--- src/rtl/muldiv_unit.sv ---
// Iterative RV32M multiply/divide unit: shift-add multiply and restoring
// divide, one bit per cycle, with sign fix-up and a start/done handshake.
//
// Ports:
//   clk, rst_n      clock, async active-low reset
//   start, flush    request (accepted in IDLE only), pipeline abort
//   funct3          M-extension op select (sampled on accept)
//   op_a, op_b      rs1 / rs2 operands (sampled on accept)
//   busy            high in CALC and FIX
//   done            one-cycle pulse in DONE; result valid
//   result          final value, held until the next accept
module muldiv_unit #(
    parameter int XLEN = 32
) (
    input  logic            clk,
    input  logic            rst_n,
    input  logic            start,
    input  logic            flush,
    input  logic [2:0]      funct3,
    input  logic [XLEN-1:0] op_a,
    input  logic [XLEN-1:0] op_b,
    output logic            busy,
    output logic            done,
    output logic [XLEN-1:0] result
);

    localparam int CNT_W = $clog2(XLEN) + 1;
    localparam int RW    = XLEN + 1;

    localparam logic [2:0] F_MUL    = 3'b000;
    localparam logic [2:0] F_MULH   = 3'b001;
    localparam logic [2:0] F_MULHSU = 3'b010;
    localparam logic [2:0] F_MULHU  = 3'b011;
    localparam logic [2:0] F_DIV    = 3'b100;
    localparam logic [2:0] F_DIVU   = 3'b101;
    localparam logic [2:0] F_REM    = 3'b110;
    localparam logic [2:0] F_REMU   = 3'b111;

    typedef enum logic [1:0] {
        S_IDLE,
        S_CALC,
        S_FIX,
        S_DONE
    } state_t;

    state_t              state_q, state_d;
    logic [2:0]          f3_q, f3_d;
    logic                sa_q, sa_d;
    logic                sb_q, sb_d;
    logic [CNT_W-1:0]    cnt_q, cnt_d;
    logic [2*XLEN-1:0]   prod_q, prod_d;
    logic [XLEN-1:0]     mcand_q, mcand_d;
    logic [XLEN-1:0]     quo_q, quo_d;
    logic [XLEN:0]       rem_q, rem_d;
    logic [XLEN-1:0]     res_q, res_d;

    // Operand decode on the request side
    logic            accept;
    logic            a_signed, b_signed;
    logic            neg_a, neg_b;
    logic [XLEN-1:0] mag_a, mag_b;
    logic            b_zero, ovf, special;
    logic [XLEN-1:0] spec_val;

    assign accept   = start & (state_q == S_IDLE) & ~flush;
    assign a_signed = (funct3 == F_MULH) | (funct3 == F_MULHSU) |
                      (funct3 == F_DIV)  | (funct3 == F_REM);
    assign b_signed = (funct3 == F_MULH) | (funct3 == F_DIV) |
                      (funct3 == F_REM);
    assign neg_a    = a_signed & op_a[XLEN-1];
    assign neg_b    = b_signed & op_b[XLEN-1];
    assign mag_a    = neg_a ? -op_a : op_a;
    assign mag_b    = neg_b ? -op_b : op_b;

    assign b_zero  = (op_b == '0);
    assign ovf     = ((funct3 == F_DIV) | (funct3 == F_REM)) &
                     (op_a == {1'b1, {(XLEN-1){1'b0}}}) &
                     (op_b == '1);
    assign special = funct3[2] & (b_zero | ovf);

    // funct3[1] separates REM/REMU from DIV/DIVU
    always_comb begin
        spec_val = '0;
        if (b_zero)
            spec_val = funct3[1] ? op_a : '1;
        else
            spec_val = funct3[1] ? '0 : op_a;
    end

    // One iteration of each datapath
    logic [XLEN:0]   mul_sum;
    logic [XLEN+1:0] div_sh;
    logic            div_ge;

    assign mul_sum = {1'b0, prod_q[2*XLEN-1:XLEN]} +
                     {1'b0, (prod_q[0] ? mcand_q : {XLEN{1'b0}})};
    assign div_sh  = {rem_q, quo_q[XLEN-1]};
    assign div_ge  = (div_sh >= {2'b00, mcand_q});

    // Sign fix-up and output selection
    logic [2*XLEN-1:0] prod_fix;
    logic [XLEN-1:0]   quo_fix, rem_fix, fix_val;

    assign prod_fix = (sa_q ^ sb_q) ? -prod_q : prod_q;
    assign quo_fix  = (sa_q ^ sb_q) ? -quo_q : quo_q;
    assign rem_fix  = sa_q ? -rem_q[XLEN-1:0] : rem_q[XLEN-1:0];

    always_comb begin
        fix_val = '0;
        unique case (f3_q)
            F_MUL:                      fix_val = prod_fix[XLEN-1:0];
            F_MULH, F_MULHSU, F_MULHU:  fix_val = prod_fix[2*XLEN-1:XLEN];
            F_DIV, F_DIVU:              fix_val = quo_fix;
            F_REM, F_REMU:              fix_val = rem_fix;
            default:                    fix_val = '0;
        endcase
    end

    always_comb begin
        state_d = state_q;
        f3_d    = f3_q;
        sa_d    = sa_q;
        sb_d    = sb_q;
        cnt_d   = cnt_q;
        prod_d  = prod_q;
        mcand_d = mcand_q;
        quo_d   = quo_q;
        rem_d   = rem_q;
        res_d   = res_q;
        unique case (state_q)
            S_IDLE: begin
                if (accept) begin
                    f3_d  = funct3;
                    sa_d  = neg_a;
                    sb_d  = neg_b;
                    cnt_d = '0;
                    // mcand holds the multiplicand or the divisor
                    mcand_d = funct3[2] ? mag_b : mag_a;
                    prod_d  = {{XLEN{1'b0}}, mag_b};
                    quo_d   = mag_a;
                    rem_d   = '0;
                    if (special) begin
                        res_d   = spec_val;
                        state_d = S_DONE;
                    end else begin
                        state_d = S_CALC;
                    end
                end
            end
            S_CALC: begin
                if (flush) begin
                    state_d = S_IDLE;
                end else begin
                    if (f3_q[2]) begin
                        rem_d = div_ge ? RW'(div_sh - {2'b00, mcand_q})
                                       : div_sh[XLEN:0];
                        quo_d = {quo_q[XLEN-2:0], div_ge};
                    end else begin
                        prod_d = {mul_sum, prod_q[XLEN-1:1]};
                    end
                    cnt_d = cnt_q + 1'b1;
                    if (cnt_q == CNT_W'(XLEN - 1))
                        state_d = S_FIX;
                end
            end
            S_FIX: begin
                if (flush) begin
                    state_d = S_IDLE;
                end else begin
                    res_d   = fix_val;
                    state_d = S_DONE;
                end
            end
            S_DONE: begin
                state_d = S_IDLE;
            end
            default: begin
                state_d = S_IDLE;
            end
        endcase
    end

    always_ff @(posedge clk or negedge rst_n) begin
        if (!rst_n) begin
            state_q <= S_IDLE;
            f3_q    <= '0;
            sa_q    <= 1'b0;
            sb_q    <= 1'b0;
            cnt_q   <= '0;
            prod_q  <= '0;
            mcand_q <= '0;
            quo_q   <= '0;
            rem_q   <= '0;
            res_q   <= '0;
        end else begin
            state_q <= state_d;
            f3_q    <= f3_d;
            sa_q    <= sa_d;
            sb_q    <= sb_d;
            cnt_q   <= cnt_d;
            prod_q  <= prod_d;
            mcand_q <= mcand_d;
            quo_q   <= quo_d;
            rem_q   <= rem_d;
            res_q   <= res_d;
        end
    end

    assign busy   = (state_q == S_CALC) | (state_q == S_FIX);
    assign done   = (state_q == S_DONE);
    assign result = res_q;

endmodule
--- config.mk ---
export PLATFORM = sky130hd
export DESIGN_NAME = muldiv_unit
export DESIGN_NICKNAME = d
export VERILOG_FILES = /design/src/rtl/muldiv_unit.sv
export SDC_FILE = /design/constraint.sdc
export NUM_CORES = 1
export LEC_CHECK = 0
export CAP_MARGIN = 20
export CORE_MARGIN = 8
export CORE_UTILIZATION = 57
export CTS_BUF_LIST = sky130_fd_sc_hd__clkbuf_2 sky130_fd_sc_hd__clkbuf_4 sky130_fd_sc_hd__clkbuf_8
export DETAILED_ROUTE_END_ITERATION = 16
export DONT_BUFFER_PORTS = 1
export PLACE_DENSITY = 0.75
export SLEW_MARGIN = 20
export SYNTH_ARGS = -nofsm -noshare
export SYNTH_HDL_FRONTEND = slang
export SYNTH_SLANG_ARGS = --single-unit
--- constraint.sdc ---
create_clock -name clk -period 3.1 [get_ports clk]
set_input_delay 0.465 -clock clk [delete_from_list [all_inputs] [get_ports clk]]
set_output_delay 0.465 -clock clk [all_outputs]
set_load 0.1 [all_outputs]
==> results of run 1 <==
==> metal layers <==
layer	GRT usage, %	vias up
met5	0	-
met1	51.6	9560
li1	-	8625
met3	11.5	382
met4	23.9	2
met2	61.6	1469
==> synthesized netlist by cell type, types with 28 or more instances <==
master	number	area [um^2]
sky130_fd_sc_hd__a21o_1	38	285
sky130_fd_sc_hd__a21oi_1	199	996
sky130_fd_sc_hd__a22oi_1	34	255
sky130_fd_sc_hd__clkbuf_1	107	402
sky130_fd_sc_hd__dfrtp_1	206	5150
sky130_fd_sc_hd__ha_1	75	938
sky130_fd_sc_hd__inv_1	77	289
sky130_fd_sc_hd__mux2i_1	49	490
sky130_fd_sc_hd__nand2_1	212	796
sky130_fd_sc_hd__nand3_1	28	140
sky130_fd_sc_hd__nor2_1	242	908
sky130_fd_sc_hd__nor3_1	43	215
sky130_fd_sc_hd__o21ai_0	243	1220
sky130_fd_sc_hd__o31ai_1	34	255
sky130_fd_sc_hd__or3_1	34	213
sky130_fd_sc_hd__xnor2_1	125	1090
sky130_fd_sc_hd__xor2_1	103	902
==> through the flow <==
stage,worst slack [ns],setup TNS (ns),std cells
5_1_grt,-0.150,-2.79,2909
6_report,-0.117,-0.750,2909
4_1_cts,-0.00238,-0.00289,2892
3_5_place_dp,-0.153,-2.62,2810
2_1_floorplan,0.00112,0,2250
3_3_place_gp,-0.0626,-0.211,2810
==> logic make-up after synthesis <==
kind of cell    after synthesis  synth area share [%]
simple gates                712                  19.0
xor+xnor                    228                  11.3
fa+ha+maj                   102                  6.95
flops                       206                  29.1
mux                          49                  2.77
compound gates              743                  26.0
buf+inv                     210                  4.88
==> power breakdown <==
| part | switching [mW] | internal (mW) | leakage (nW) |
|---|---|---|---|
| clock network | 1.35 | 1.73 | 0.474 |
| logic | 8.32 | 5.34 | 6.63 |
| registers | 2.33 | 3.55 | 2.64 |
==> what timing repair did <==
item                                   4_1_cts  5_1_grt
endpoints found under the hold margin      207      206
setup endpoints to repair                   47       69
setup buffers                                7       17
pin swaps                                   14       69
cloned                                       2        4
resized for setup                           38      170
==> registers in the layout, summed over array words and instances, names as in the netlist, 2 cells and up <==
name,flops
rem_q,33
result,32
cnt_q,6
f3_q,3
prod_q,64
quo_q,32
state_q,2
mcand_q,32
==> worst register-to-register path: cells and delay by family (launching register included) <==
kind,cells,cell delay [ns]
adders and majority gates,2,0.56
and+or+nand+nor,1,0.05
buffers and inverters,5,0.59
AOI/OAI and AO/OA,8,1.51
DFF,1,0.40
==> cell type report <==
class                      instances  area, um^2  area share [%]
timing repair buffer             323        2620            12.0
clock inverter                    13         139           0.633
sequential                       206        5160            23.5
clock buffer                      59         743            3.39
inverter                          78         298            1.36
multi-input combinational       1834       12500            56.9
tap                              396         495            2.26
==> worst paths after layout <==
check                           start          to  slack [ns]
min reg2reg                mcand_q[6]  mcand_q[6]        0.48
max                         quo_q[31]    rem_q[6]       -0.12
min in group clk              op_a[0]    quo_q[0]        0.05
max reg2reg                 quo_q[31]    rem_q[6]       -0.12
min                             rst_n  result[29]       -0.44
max in group asynchronous       rst_n  prod_q[57]        2.88
==> qor.yml, run 1 <==
power:
  vdd_ir_drop_max_mv: 1.04
  power_density_nw_per_um2: 1030
  static-leakage-power_nw: 9.75
  report.power.total_mw: 22.6
routing:
  drt_first_iter_violations: 2674
  met2_wirelength_um: 34000
  dr_wl_met3_um: 9720
  final_antenna_net_count: 0
  vias_per_cell: 6.89
  drcViolationCount: 0
  routed_wirelength_um: 79000
  vias: 20000
  top_layer_used: "met5"
  drt-met1-wl_um: 29700
  routed_wire_length_per_instance_um: 27.2
  first_pass_iters: 9
final_layout:
  most-common-layout-cells: "sky130_fd_sc_hd__buf_4, sky130_fd_sc_hd__nor2_1, sky130_fd_sc_hd__nand2_1, sky130_fd_sc_hd__dfrtp_1, sky130_fd_sc_hd__o21ai_0"
  layout.filler_cells: 2382
  n_antenna_cell: 0
  layout.nets: 2631
  stdcell_area_um2: 21900
  flow.area_growth_from_synthesis_pct: 24.0
  final_core_util_pct: 71.7
  fraction_of_final_layout_cells_sized_beyond_drive_strength_1_pct: 22.5
  final_common_cell: "sky130_fd_sc_hd__buf_4"
timing:
  grt_setup_unrepaired: "yes"
  finalSetupViolations: 17
  max_slew_headroom_at_the_worst_pin_pct: 26.7
  finalHoldViolations: 206
  fmaxAchievable_ghz: 0.311
  tightest_slew_ns: 1.10
  post-route-worst-setup-slack_ns: -0.117
  period_share_pct: 104
  timing.hold.ws_ns: -0.440
  drv_slew: 0
  layout_min_cycle_time_ns: 3.22
  final_setup_skew_ns: 0.0310
setup_path:
  crit_path_max_fanout: 6
  critical-path-max-stage-delay_ns: 0.41
  ff2ff_path_depth: 16
  worst-endpoint-required_ns: 3.58
  endpoint_kind: "register"
  setup.worst_path.class: "reg -> reg"
  cp_num_buf_inv: 5
  worst_path_max_delay_cell: "sky130_fd_sc_hd__fa_2"
  start_kind: "register"
  timing.critical_path.max_delay_family: "compound AO/OA/AOI/OAI gates"
  critical_path_cell_count: 16
  crit_path_cell_trace: "inv_2, ha_4, inv_4, fa_2, a21oi_4, o211ai_1, a221oi_2, o22ai_2, a21oi_2, buf_6, o31a_1, buf_6, buf_16, nor2_4, a21oi_2, o21ai_1"
  arrival_time_reported_for_the_critical_path_endpoint_ns: 3.69
global_route:
  grt_max_degree: 207
  grt_overflow_total: 0
  vias_in_the_first_global_route: 18700
  grt_first_pass_wirelength_um: 114000
  initial_antenna_violation_count: 1
  groute.usage.overall_pct: 40.8
floorplanning:
  chipHeight_um: 192
  rows: 64
  chipWidth_um: 192
  floorplan.io_pins: 105
  initial_utilization_pct: 57.8
  core_area_um2: 30600
  fp.dieArea_um2: 36900
yosys:
  synth.cell_area_um2: 17700
  ys_types: 89
  post_synth.cell_area_avg_um2: 7.86
  synth-edff-count: 0
  seq_cells_post_synth: 206
  postSynthNetCount: 2398
  post_synth_inst_count: 2250
  yosys_warnings: 0
  synth_async_sr_flop_share_pct: 100
  postSynth.topFlopCell: "sky130_fd_sc_hd__dfrtp_1"
  fraction_of_the_yosys_area_taken_by_sequential_cells_pct: 29.1
placed_design:
  place_area_um2: 20000
  io_buffers: 0
  place_hpwl_um: 59300
  globalplace.congestion: 1.08
clocking:
  tritoncts: "built"
  cts_inserted_buffers: 40
  clk_pin_slew_worst_paths_ns: 0.07
  clk_path_buf_depth: 3
  cts.root.buffer_cell: "sky130_fd_sc_hd__clkbuf_8"
  cts_sinks: 206
  cts-htree-levels: 2
  cts_hold_buffers: 1
  clock_insertion_delay_worst_skew_ns: 0.60
job:
  drv_cap: 0
worst_hold_path:
  min_path_type: "in -> async"
run_status:
  run_status: "finished, violations left"
  violations: "hold timing, setup timing"
Note: power is estimated with default switching activity, not from simulation.
==> run 2, diff against run 1 <==
- CAP_MARGIN: 20 -> not set
==> results of run 2 <==
The final DEF is identical to that of run 1; final timing and power are the same.
